## config.mk

```make
export PLATFORM = sky130hd
export DESIGN_NAME = cnn_mul_arb_14s_6s
export DESIGN_NICKNAME = d
export VERILOG_FILES = /design/src/rtl/cnn_mul_arb_14s_6s.sv
export SDC_FILE = /design/constraint.sdc
export NUM_CORES = 1
export LEC_CHECK = 0
export BUFFER_PORTS_ARGS = -buffer_cell sky130_fd_sc_hd__clkbuf_2
export CAP_MARGIN = 20
export CORE_MARGIN = 2
export CORE_UTILIZATION = 57
export CTS_CLUSTER_SIZE = 14
export DETAILED_ROUTE_END_ITERATION = 16
export PLACE_DENSITY = 0.83
export SETUP_SLACK_MARGIN = 0.4
export SYNTH_ARGS = -nofsm -noshare
export SYNTH_HDL_FRONTEND = slang
export SYNTH_SLANG_ARGS = --single-unit
```

## constraint.sdc

```tcl
create_clock -name ap_clk -period 6.89 [get_ports ap_clk]
set_input_delay 0.3445 -clock ap_clk [delete_from_list [all_inputs] [get_ports ap_clk]]
set_output_delay 0.3445 -clock ap_clk [all_outputs]
set_load 0.1 [all_outputs]
```

## src/rtl/cnn_mul_arb_14s_6s.sv

```systemverilog
// Round-robin arbiter that lets N_REQ requesters share one pipelined signed
// 14x6 multiplier. Results come out in acceptance order, tagged with the
// index of the requester that issued them.
module cnn_mul_arb_14s_6s #(
  parameter int unsigned N_REQ      = 4,
  parameter int unsigned MUL_STAGES = 2
) (
  input  logic                                  ap_clk,
  input  logic                                  ap_rst_n,
  input  logic [N_REQ-1:0]                      req_valid,
  output logic [N_REQ-1:0]                      req_ready,
  input  logic [14*N_REQ-1:0]                   req_a,
  input  logic [6*N_REQ-1:0]                    req_b,
  output logic                                  res_valid,
  input  logic                                  res_ready,
  output logic [$clog2(N_REQ)-1:0]              res_id,
  output logic signed [19:0]                    res_p,
  output logic [$clog2(MUL_STAGES+1):0]         inflight,
  output logic                                  idle
);

  localparam int unsigned A_W   = 14;
  localparam int unsigned B_W   = 6;
  localparam int unsigned P_W   = 20;
  localparam int unsigned ID_W  = $clog2(N_REQ);
  localparam int unsigned CNT_W = $clog2(MUL_STAGES + 1) + 1;

  logic [ID_W-1:0]         rr_ptr;
  logic [ID_W-1:0]         gnt;
  logic [ID_W-1:0]         idx;
  logic                    gnt_found;
  logic                    adv;
  logic                    in_hs;
  logic                    out_hs;
  logic signed [A_W-1:0]   a_sel;
  logic signed [B_W-1:0]   b_sel;
  logic signed [P_W-1:0]   prod;
  logic [CNT_W-1:0]        inflight_nxt;

  logic [MUL_STAGES-1:0]   st_valid;
  logic [ID_W-1:0]         st_id [MUL_STAGES];
  logic signed [P_W-1:0]   st_p  [MUL_STAGES];

  assign res_valid = st_valid[MUL_STAGES-1];
  assign res_id    = st_id[MUL_STAGES-1];
  assign res_p     = st_p[MUL_STAGES-1];
  assign adv       = !res_valid || res_ready;
  assign out_hs    = res_valid && res_ready;
  assign in_hs     = adv && gnt_found;

  // Round-robin search starting at rr_ptr; N_REQ is a power of two so the
  // index wraps naturally in ID_W bits.
  always_comb begin
    gnt_found = 1'b0;
    gnt       = '0;
    idx       = '0;
    for (int unsigned k = 0; k < N_REQ; k++) begin
      idx = rr_ptr + ID_W'(k);
      if (!gnt_found && req_valid[idx]) begin
        gnt_found = 1'b1;
        gnt       = idx;
      end
    end
  end

  // One-hot accept to the granted requester while the pipeline can advance.
  always_comb begin
    req_ready = '0;
    if (adv && gnt_found) req_ready[gnt] = 1'b1;
  end

  // Operand select and full-width signed product captured into stage 1.
  always_comb begin
    a_sel = req_a[A_W*gnt +: A_W];
    b_sel = req_b[B_W*gnt +: B_W];
    prod  = P_W'(a_sel) * P_W'(b_sel);
  end

  // Occupancy update: both handshakes in one cycle leave the count unchanged.
  always_comb begin
    inflight_nxt = inflight;
    case ({in_hs, out_hs})
      2'b10:   inflight_nxt = inflight + CNT_W'(1);
      2'b01:   inflight_nxt = inflight - CNT_W'(1);
      default: inflight_nxt = inflight;
    endcase
  end

  // Arbitration pointer and occupancy bookkeeping.
  always_ff @(posedge ap_clk or negedge ap_rst_n) begin
    if (!ap_rst_n) begin
      rr_ptr   <= '0;
      inflight <= '0;
      idle     <= 1'b1;
    end else begin
      if (in_hs) rr_ptr <= gnt + ID_W'(1);
      inflight <= inflight_nxt;
      idle     <= (inflight_nxt == '0);
    end
  end

  // Multiplier pipeline; every stage holds while the output is stalled.
  always_ff @(posedge ap_clk or negedge ap_rst_n) begin
    if (!ap_rst_n) begin
      st_valid <= '0;
      for (int unsigned s = 0; s < MUL_STAGES; s++) begin
        st_id[s] <= '0;
        st_p[s]  <= '0;
      end
    end else if (adv) begin
      st_valid[0] <= in_hs;
      st_id[0]    <= gnt;
      st_p[0]     <= prod;
      for (int unsigned s = 1; s < MUL_STAGES; s++) begin
        st_valid[s] <= st_valid[s-1];
        st_id[s]    <= st_id[s-1];
        st_p[s]     <= st_p[s-1];
      end
    end
  end

endmodule

```

; Word-level counts from Yosys, hierarchy flattened
; Index checks and enable logic that the tools add are counted.
[word_totals]
reg_bits = 52
output_inout_bits = 31
ram_bits = 0
input_bits = 87
latchBits = 0
romBits = 0
n_memories = 0
[op_classes]
n_eq_ne = 2
n_bitwise = 0
magnitude_cmp = 6
div_mod_pow = 0
n_addsub = 6
shift = 2
n_mul = 3
n_reduce_logical = 12
n_mux = 20
[ops]
columns = cell, n
row1 = 56-bit by 7-bit indexed part select with 14-bit output, 1
row2 = 24-bit by 6-bit indexed part select with 6-bit output, 1
row3 = 14-bit by 6-bit multiplier with 20-bit output, 1
row4 = "2-bit by 3-bit less-than comparator with 1-bit output, second input constant", 5
row5 = 1-bit 2-to-1 mux, 9
row6 = 1-bit binary-select mux with 2-bit select, 4
row7 = 2-bit 2-to-1 mux, 4
row8 = 1-bit logical AND, 6
row9 = 3-bit case mux with 2 select lines, 1
row10 = "3-bit by 2-bit multiplier with 5-bit output, first input constant", 1
row11 = "2-bit by 1-bit adder with 2-bit output, second input constant", 2
row12 = "2-bit adder, second input constant", 2
row13 = 1-bit zero test, 4
row14 = "2-bit by 2-bit multiplier with 4-bit output, first input constant", 1
row15 = 4-bit 2-to-1 mux, 1
row16 = "3-bit by 1-bit adder with 3-bit output, second input constant", 1
row17 = 3-bit zero test, 1
row18 = "3-bit by 1-bit subtractor with 3-bit output, second input constant", 1
row19 = 1-bit demux with 2-bit select, 1
row20 = "2-bit by 1-bit equality test with 1-bit output, second input constant", 1
row21 = "2-bit equality test, second input constant", 1
row22 = "2-bit by 1-bit greater-or-equal comparator with 1-bit output, second input constant", 1
row23 = 1-bit logical OR, 1

; Logic depth before layout (Yosys ltp)
; Gate-level depths: netlist (run 1).
[depth]
depth_word = 17
ltp_mapped = 24

; Worst setup path after synthesis (run 1)
; No wires, ideal clock.
[synth_path]
path_type = reg2reg
startpoint = register rr_ptr[1]
endpoint = register st_p[37] (netlist bit)
setup_slack_ps = 1374
t_required_ps = 6768
path_stages_with_launch = 23
t_arrival_ps = 5394
cell_sequence = dfrtp_1 > a21o_1 > a21oi_1 > o22a_1 > buf_6 > buf_6 > mux2i_1 > mux2_2 > or2_1 > fa_1 > fa_1 > inv_1 > fa_1 > inv_1 > fa_1 > inv_1 > ha_1 > a21oi_1 > or3_1 > a21oi_1 > o41ai_2 > a21oi_1 > a2111oi_1
[synth_between]
elab_chain_cells = 15
elab_cells_between_ends = 29
[synth_rtl]
columns = element, line
row1 = from (decl), 28  ; logic [ID_W-1:0] rr_ptr;
row2 = from (signal assigned), 96  ; if (in_hs) rr_ptr <= gnt + ID_W'(1);
row3 = "parallel branches: the longest is 11 deep, another holds 2-bit by 1-bit adder with 2-bit output", n/a
row4 = 2-bit 2-to-1 mux (*), 59  ; if (!gnt_found && req_valid[idx]) begin
row5 = 3-bit by 2-bit multiplier with 5-bit output / 2-bit by 2-bit multiplier with 4-bit output (equally long branches), "74, 75"
row6 = 56-bit by 7-bit indexed part select with 14-bit output / 24-bit by 6-bit indexed part select with 6-bit output (equally long branches), "74, 75"
row7 = 14-bit by 6-bit multiplier with 20-bit output (*), 76  ; prod = P_W'(a_sel) * P_W'(b_sel);
row8 = "to (signal, indexed assignment)", 117  ; st_p[s] <= st_p[s-1];
row9 = to (decl), 42  ; logic signed [P_W-1:0] st_p [MUL_STAGES];
; Mark *: on every way between the ends. The select of a mux whose other input is x is not followed.
; A chain may end at the register's enable or synchronous reset.

; Final worst setup path (run 1)
; Ends and elaborated chain as after synthesis.

==> metrics list, run 1 <==
* Outcome: finished, final reports clean
* Synthesis-to-layout area growth: 10.27%
- Relative slew slack: 56.99%
- At the end of routability-driven placement, the weighted congestion stood at 0.8465.
- Cell count after synthesis: 624
- Type of element capturing the critical path: flop
* Number of H-tree branching levels: 2
- Count of hold-fix buffers inserted at cts: 0
- Die X: 104.4 um
* Global-route usage over all layers: 22.46%
- Part of the Yosys area used for sequential elements: 22.66%
- STA classifies the critical path startpoint as a flop.
- Post-synthesis instance area: 5749 um^2
- Adding up every negative setup slack in the final design gives 0 ns.
* Fill cell count: 828
* Post-CTS Repair Setup Buffers: 0
* Final routed wire length divided by cell count: 14.19 um
- Summed over all layers, the routed wires come to 11960 um.
* Fmax: between 0.15 and 0.2 GHz
* Most numerous cell on the critical path: fa_1
- Layout Cell Area excl Fill: ~6300 um^2
* Synth async-reset ratio: 100.0%
- Detailed placement HPWL: around 9700 um
- CORE AREA: 9774 um^2
* Slew at the pin closest to its max-slew limit: 0.6452 ns
* Cts repair resizes: 0
* RSZ-0062 raised after global routing: no
- Post-layout min period: about 6 ns
- Worst skew pair latency: 0.32 ns
* Worst setup path endpoint: st_p[37]
- Total instance count after detailed placement: 835
- Counting flops with a built-in enable in the synthesized netlist gives 0.
* CTS tree: done
- Cell area reported after detailed placement: 6220 um^2
- Of all nets on the critical path, the largest fanout is 22.
* Final cell count without fillers: roughly 840
- Dividing the detail-routed via count by the number of cells gives 5.389.
* Die outline area: 10910 um^2
- The largest single stage delay on the critical path is 0.58 ns.
* Initial antenna violation count: 0
* Initial core utilization: around 60%
* Arrival time at the worst endpoint: 6.32 ns
* Maximum number of buffers from clock root to sink: 2
* Worst r2r dst: st_p[37]
* Cell-by-cell trace of the critical path: a21o_1, a21oi_1, o22a_4, buf_4, buf_4, mux2i_1, mux2_2, nor2_1, fa_1, fa_1, fa_1, ha_1, ha_1, a21o_1, a31oi_1, a21oi_2, o41ai_4, a21oi_1, a2111oi_1
* Source of the critical timing path: rr_ptr[1]
- Measured along the y axis, the die boundary spans 104.4 um.
* Flip-flop and latch area: ~1300 um^2
* Total vias in the final route: 4543
- Aggregate global routing overflow: 0
- The first global-routing pass estimated 20560 um of wire.
- Area occupied by multi-input gates: 3963 um^2
- After synthesis, the mean cell area works out to 9.214 um^2.
* Crit Path Class: reg -> reg
- The first routing iteration left 232 violations.
- During synthesis, Yosys emitted a total of 0 warnings.
* Buffers on Ports: around 120
- The detail route stage leaves a number of antenna-violating nets equal to 0.
* Post-synthesis cell type count: 51
- Fraction of final layout cells with drive strength greater than 1: 22.54%
* FF-to-FF path depth: 19
- Number of antenna cells inserted: 0
- For this run, the share of the core covered by cells in the final layout is 64.86%.
- Synthesized Nets: a little over 800
- Max-cap viol count: 0
- The most used flip-flop cell after synthesis is dfrtp_1.
* Vias in the first global route: 4609
- Max Clock Skew: 0.01232 ns
- For this design the top-level I/O count stands at 118.
- DRC viols: 0
- Setup violations remaining at the end of the flow were counted as 0.
- CTS Sinks: 52
- Maximum number of pins on one net before global-route repair: 53
- Core Rows: 36
- The first detailed-routing pass took 4 iterations.
- Count of nets after finishing: 897
* Final-report hold violation count: 0
- Part of the cycle the worst path needs: about nine tenths
* Slack of the worst reg-to-reg path: 0.77 ns
- TritonCTS created 5 clock buffers.
* Max Slew Vio Count: 0
* Slowest stage cell on the critical path: fa_1
- The tightest min-delay check is of the in -> async type.
- Clock-pin slew was measured on the worst setup and hold paths at 0.11 ns.
- Data required time at the worst endpoint: 7.09 ns
- Clock Tree Root: clkbuf_8
- Startpoint of the worst-slack reg-to-reg timing path: rr_ptr[1]
- Synthesized flop and latch total: between 50 and 60
-- worst min-delay path by stage --
| stage | cells past startpoint | slack, ns | start | end |
|---|---|---|---|---|
| after global placement | 1 | 0.44 | st_valid[0] | st_valid[1] |
| after floorplan | 0 | 0.05 | ap_rst_n | inflight[0] |
| after detailed placement | 1 | 0.45 | st_valid[0] | st_valid[1] |
| after CTS | 2 | 0.15 | ap_rst_n | res_id[0] |
| after global routing | 2 | 0.17 | ap_rst_n | res_p[2] |
| final | 2 | 0.12 | ap_rst_n | res_id[0] |
-- through the flow --
step	hold WS, ns	worst slack, ns
2_1_floorplan	0.04891	1.374
3_3_place_gp	0.4418	0.8113
3_5_place_dp	0.4501	0.5480
4_1_cts	0.1531	0.4966
5_1_grt	0.1702	0.4219
6_report	0.1202	0.7702
-- area by class of cell --
type	instances	area share, %
timing repair buffer	124	10.07
sequential	52	20.54
multi-input combinational	480	62.50
clock buffer	5	1.085
clock inverter	3	0.4539
tap	133	2.625
inverter	46	2.724
-- cell usage in the layout, fill, tap and decap left out, types with 6 or more instances in the layout --
master	synthesis	layout
clkbuf_2	0	117
nand2_1	98	98
nor2_1	85	85
fa_1	59	59
dfrtp_1	51	51
inv_1	46	46
mux2i_1	42	42
ha_1	42	42
mux2_2	21	21
a21oi_1	20	19
nor2b_1	14	13
o21ai_0	13	13
xnor2_1	10	10
or2_1	7	7
buf_4	23	7
a21o_1	6	6
nand2b_1	6	6
xor2_1	6	6
nand3_1	6	6
-- per-layer routing --
layer  track usage [%]  part of all wire (%)  up-vias
met5                 0                     0        -
met4             5.116                   2.1        0
met3             3.571                   3.6       30
met2             40.48                    54      121
met1             28.29                    41     2213
li1                  -                     -     2179
-- sequential cells by signal, indices dropped and copies added (netlist names) --
| signal | cells |
|---|---|
| idle | 1 |
| inflight | 3 |
| res_id | 2 |
| res_p | 20 |
| rr_ptr | 2 |
| st_id | 2 |
| st_p | 20 |
| st_valid | 2 |
-- cell families after synthesis --
family	after synthesis	share of synthesized area [%]
compound gates	60	6.747
xor+xnor	16	2.437
fa+ha+maj	101	29.68
buf+inv	92	8.966
flops	52	22.66
mux	63	11.43
simple gates	240	18.08
-- cells in the mapped netlist, drive strengths merged, types with 2 or more instances --
library cell,instances,area share [%]
buf,37,5.4
or2,7,0.76
a21boi,2,0.26
ha,42,9.1
inv,46,3.0
nand3,6,0.52
or3,4,0.44
nand2,98,6.4
and3,2,0.22
and2,5,0.54
dfrtp,51,22
o22ai,3,0.33
a21o,6,0.78
fa,59,21
o21ai,13,1.1
clkbuf,9,0.59
a21oi,21,1.9
o31ai,4,0.61
o21a,2,0.26
mux2,21,4.1
nor2b,14,1.5
nor3b,2,0.26
nand2b,6,0.65
mux2i,42,7.3
nor3,5,0.44
xor2,6,0.91
nor2,85,5.5
xnor2,10,1.5
-- critical path, delay by kind of cell (launching register included) --
family / cells / cell delay, ns
mux: 2 / 0.47
flops: 1 / 0.45
fa+ha+maj: 5 / 2.24
compound gates: 9 / 2.21
buf+inv: 2 / 0.53
simple gates: 1 / 0.07
Power of run 1 is not shown: default switching activity piles up to over one toggle a cycle in this logic, so the estimate is an artifact.
==> run 2, diff against run 1 <==
--- a/config.mk
+++ b/config.mk
@@ -11,7 +11,7 @@
 export CORE_UTILIZATION = 57
 export CTS_CLUSTER_SIZE = 14
 export DETAILED_ROUTE_END_ITERATION = 16
-export PLACE_DENSITY = 0.83
+export PLACE_DENSITY_LB_ADDON = 0.2
 export SETUP_SLACK_MARGIN = 0.4
 export SYNTH_ARGS = -nofsm -noshare
 export SYNTH_HDL_FRONTEND = slang
==> constraint.sdc (replaced) <==
create_clock -name ap_clk -period 6.89 [get_ports ap_clk]
set_input_delay 2.067 -clock ap_clk [delete_from_list [all_inputs] [get_ports ap_clk]]
set_output_delay 2.067 -clock ap_clk [all_outputs]
set_load 0.1 [all_outputs]
==> metrics list, run 2 (same netlist as run 1, synthesis figures left out) <==
- CORE AREA: 9774 um^2 (unchanged)
- Part of the cycle the worst path needs: 100.1% (was 88.82%)
* Maximum number of pins on one net before global-route repair: 53 (unchanged)
- The source-to-sink clock delay at the later pin of the worst-skew pair was 0.30 ns (was 0.32 ns).
- The count of endpoints failing hold in the final timing report was 0 (unchanged).
* Type of element capturing the critical path: flop (unchanged)
* CTS Sinks: 52 (unchanged)
- Number of DRC markers in iteration 0: 274 (was 232)
- The final reports fail on setup timing.
- The chip width was 104.4 um (unchanged).
- Total buffers and inverters traversed by the critical path: 8 (was 2)
- The worst setup slack before clock tree synthesis was -0.3911 ns (was 0.5480 ns).
- Remaining antenna violation count after routing: 0 (unchanged)
- Slowest stage cell on the critical path: fa_1 (unchanged)
- The effective utilization at floorplan came to 58.82% (unchanged).
- The y dimension of the die came to 104.4 um (unchanged).
- The global-route congestion overflow total came to 0 (unchanged).
- TritonCTS buffer count: 5 (unchanged)
* Slew at the pin closest to its max-slew limit: 0.6231 ns (was 0.6452 ns)
- The synthesis-to-layout area growth was 34.15% (was 10.27%).
- The TritonCTS clock tree is done (unchanged).
* Max Clock Skew: 0.004051 ns (was 0.01232 ns)
- IO Pins: 118 (unchanged)
- Most numerous cell on the critical path: fa_1 (unchanged)
- Final Wtd Congestion: 0.8970 (was 0.8465)
- The detailed placement HPWL was 11110 um (was 9681 um).
- Initial antenna violation count: 0 (unchanged)
- The global-route wire length before repair came to 25140 um (was 20560 um).
* Crit-path max FO: 5 (was 22)
* Most used cells in the layout excluding fill and tap cells: clkbuf_2 (115), nand2_1 (97), buf_4 (75) (was clkbuf_2 (117), nand2_1 (98), nor2_1 (85))
- The total die area came to 10910 um^2 (unchanged).
- The category of the worst setup path launch point was an input pin (was flop).
- The final routed DRC violation total was 0 (unchanged).
- The via density per instance came to 5.488 (was 5.389).
* Count of final setup violators: 2 (was 0)
- The site row count came to 36 (unchanged).
* Max Slew Vio Count: 0 (unchanged)
* Post-layout min period: 6.894 ns (was 6.120 ns)
- The standard cell area after detailed placement came to 6888 um^2 (was 6220 um^2).
- The number of global-route vias before repair is 5498 (was 4609).
* Fmax: 0.1450 GHz (was 0.1634 GHz)
* Total Routed Length: 15480 um (was 11960 um)
- Global-route usage over all layers: 28.18% (was 22.46%)
* Buffers on Ports: 117 (unchanged)
- The category of the critical setup timing path is in -> reg (was reg -> reg).
- Max-cap viol count: 0 (unchanged)
* First-pass DRT Iterations: 5 (was 4)
* Clock Tree Root: clkbuf_8 (unchanged)
* Flip-flop and latch area: 1303 um^2 (unchanged)
- Relative slew slack: 58.46% (was 56.99%)
* Crit path largest cell delay: 0.55 ns (was 0.58 ns)
* Clock transition at the register clock pins on the worst setup and hold paths after CTS: 0.09 ns (was 0.11 ns)
* Highest metal used: met4 (unchanged)
* RSZ-0062 raised after global routing: yes (was no)
- The total number of H-tree levels came to 2 (unchanged).
- Met3 layer wire length in the routed design: 776 um (was 435 um)
* Number of antenna cells inserted: 0 (unchanged)
- The total met2 wirelength after detailed routing is 8281 um (was 6412 um).
- The area occupied by multi-input gates is 4591 um^2 (was 3963 um^2).
- The arrival time at the worst endpoint was 7.09 ns (was 6.32 ns).
* Worst path setup slack after routing: -0.004348 ns (was 0.7702 ns)
- The number of nets in the finished design came to 982 (was 897).
- Layout Cell Area excl Fill: 7712 um^2 (was 6340 um^2)
* Fraction of final layout cells with drive strength greater than 1: 42.01% (was 22.54%)
- The maximum number of buffers from clock root to sink came to 2 (unchanged).
- The class of the tightest hold or removal check is reg -> reg (was in -> async).
- Fill cell count: 607 (was 828)
* Data required time at the worst endpoint: 7.09 ns (about the same)
- The met1 layer wirelength in the final routing was 5911 um (was 4864 um).
- The mean routed wirelength per cell is 16.68 um (was 14.19 um).
- Outcome: finished, violations left (was finished, final reports clean).
- Total vias in the final route: 5093 (was 4543)
- The most common cell after layout, fill and taps aside is clkbuf_2 (unchanged).
- Top Family by Delay on Critical Path: adder cells (unchanged)
[run 2: cell count changes in the layout (fill, tap and decap cells not counted), sizes merged]
cell	before	now
buf	7	94
clkinv	0	3
inv	49	46
clkbuf	122	120
[run 2: what timing repair did]
item                                    4_1_cts  5_1_grt
resized for setup                            83       43
pin swaps                                    47       20
cloned                                        1        0
buffers inserted                              8        5
endpoints found under the setup margin       11       12
hold buffers                                  0        0
[run 2: worst register-to-register path: stages (launching register included)]
cell      delay [ns]
dfrtp_1         0.48
a21o_1          0.22
a21oi_2         0.15
o22a_2          0.27
buf_6           0.16
mux2i_2         0.22
mux2_4          0.21
nor2_4          0.04
fa_1            0.55
inv_2           0.05
fa_1            0.52
inv_1           0.05
fa_1            0.48
inv_1           0.05
fa_1            0.51
inv_2           0.05
ha_4            0.27
a21oi_4         0.06
or3_4           0.35
buf_4           0.15
buf_6           0.11
a21boi_4        0.18
o21ai_2         0.11
a21oi_2         0.17
nor3_2          0.06
[run 2: final timing paths]
path	start	end	slack [ns]	cells after the start
max	req_valid[0]	st_p[31]	-0.004	25
min	res_p[9]	res_p[9]	0.47	2
max reg2reg	rr_ptr[1]	st_p[31]	1.32	24
min reg2reg	res_p[9]	res_p[9]	0.47	2
max in group asynchronous	ap_rst_n	res_p[11]	4.62	2
min in group asynchronous	ap_rst_n	res_id[0]	1.85	2
[run 2: layer usage]
metal | up-vias | global-route usage (%)
met2 | 218 | 53.36
met5 | - | 0
li1 | 2348 | -
met3 | 43 | 2.882
met1 | 2484 | 32.76
met4 | 0 | 10.04
[run 2: through the flow]
stage                       TNS, ns  util, %  hold slack [ns]  cells
after floorplan             -0.1940        -           0.4354    624
after global placement       -1.040    70.47           0.4481    906
after detailed placement     -2.626    70.47           0.4563    906
after CTS                         0    76.66           0.4764    923
after global routing        -0.9137    78.90           0.5042    928
final                     -0.008016    78.90           0.4748    928
[run 2: area by class of cell]
type	instances	area share, %
Clock buffer	5	0.8923
Clock inverter	3	0.2433
Inverter	46	2.239
Multi-Input combinational cell	480	59.52
Sequential cell	52	16.89
Tap cell	133	2.158
Timing Repair Buffer	209	18.06
Power of run 2 is left out for the same reason.
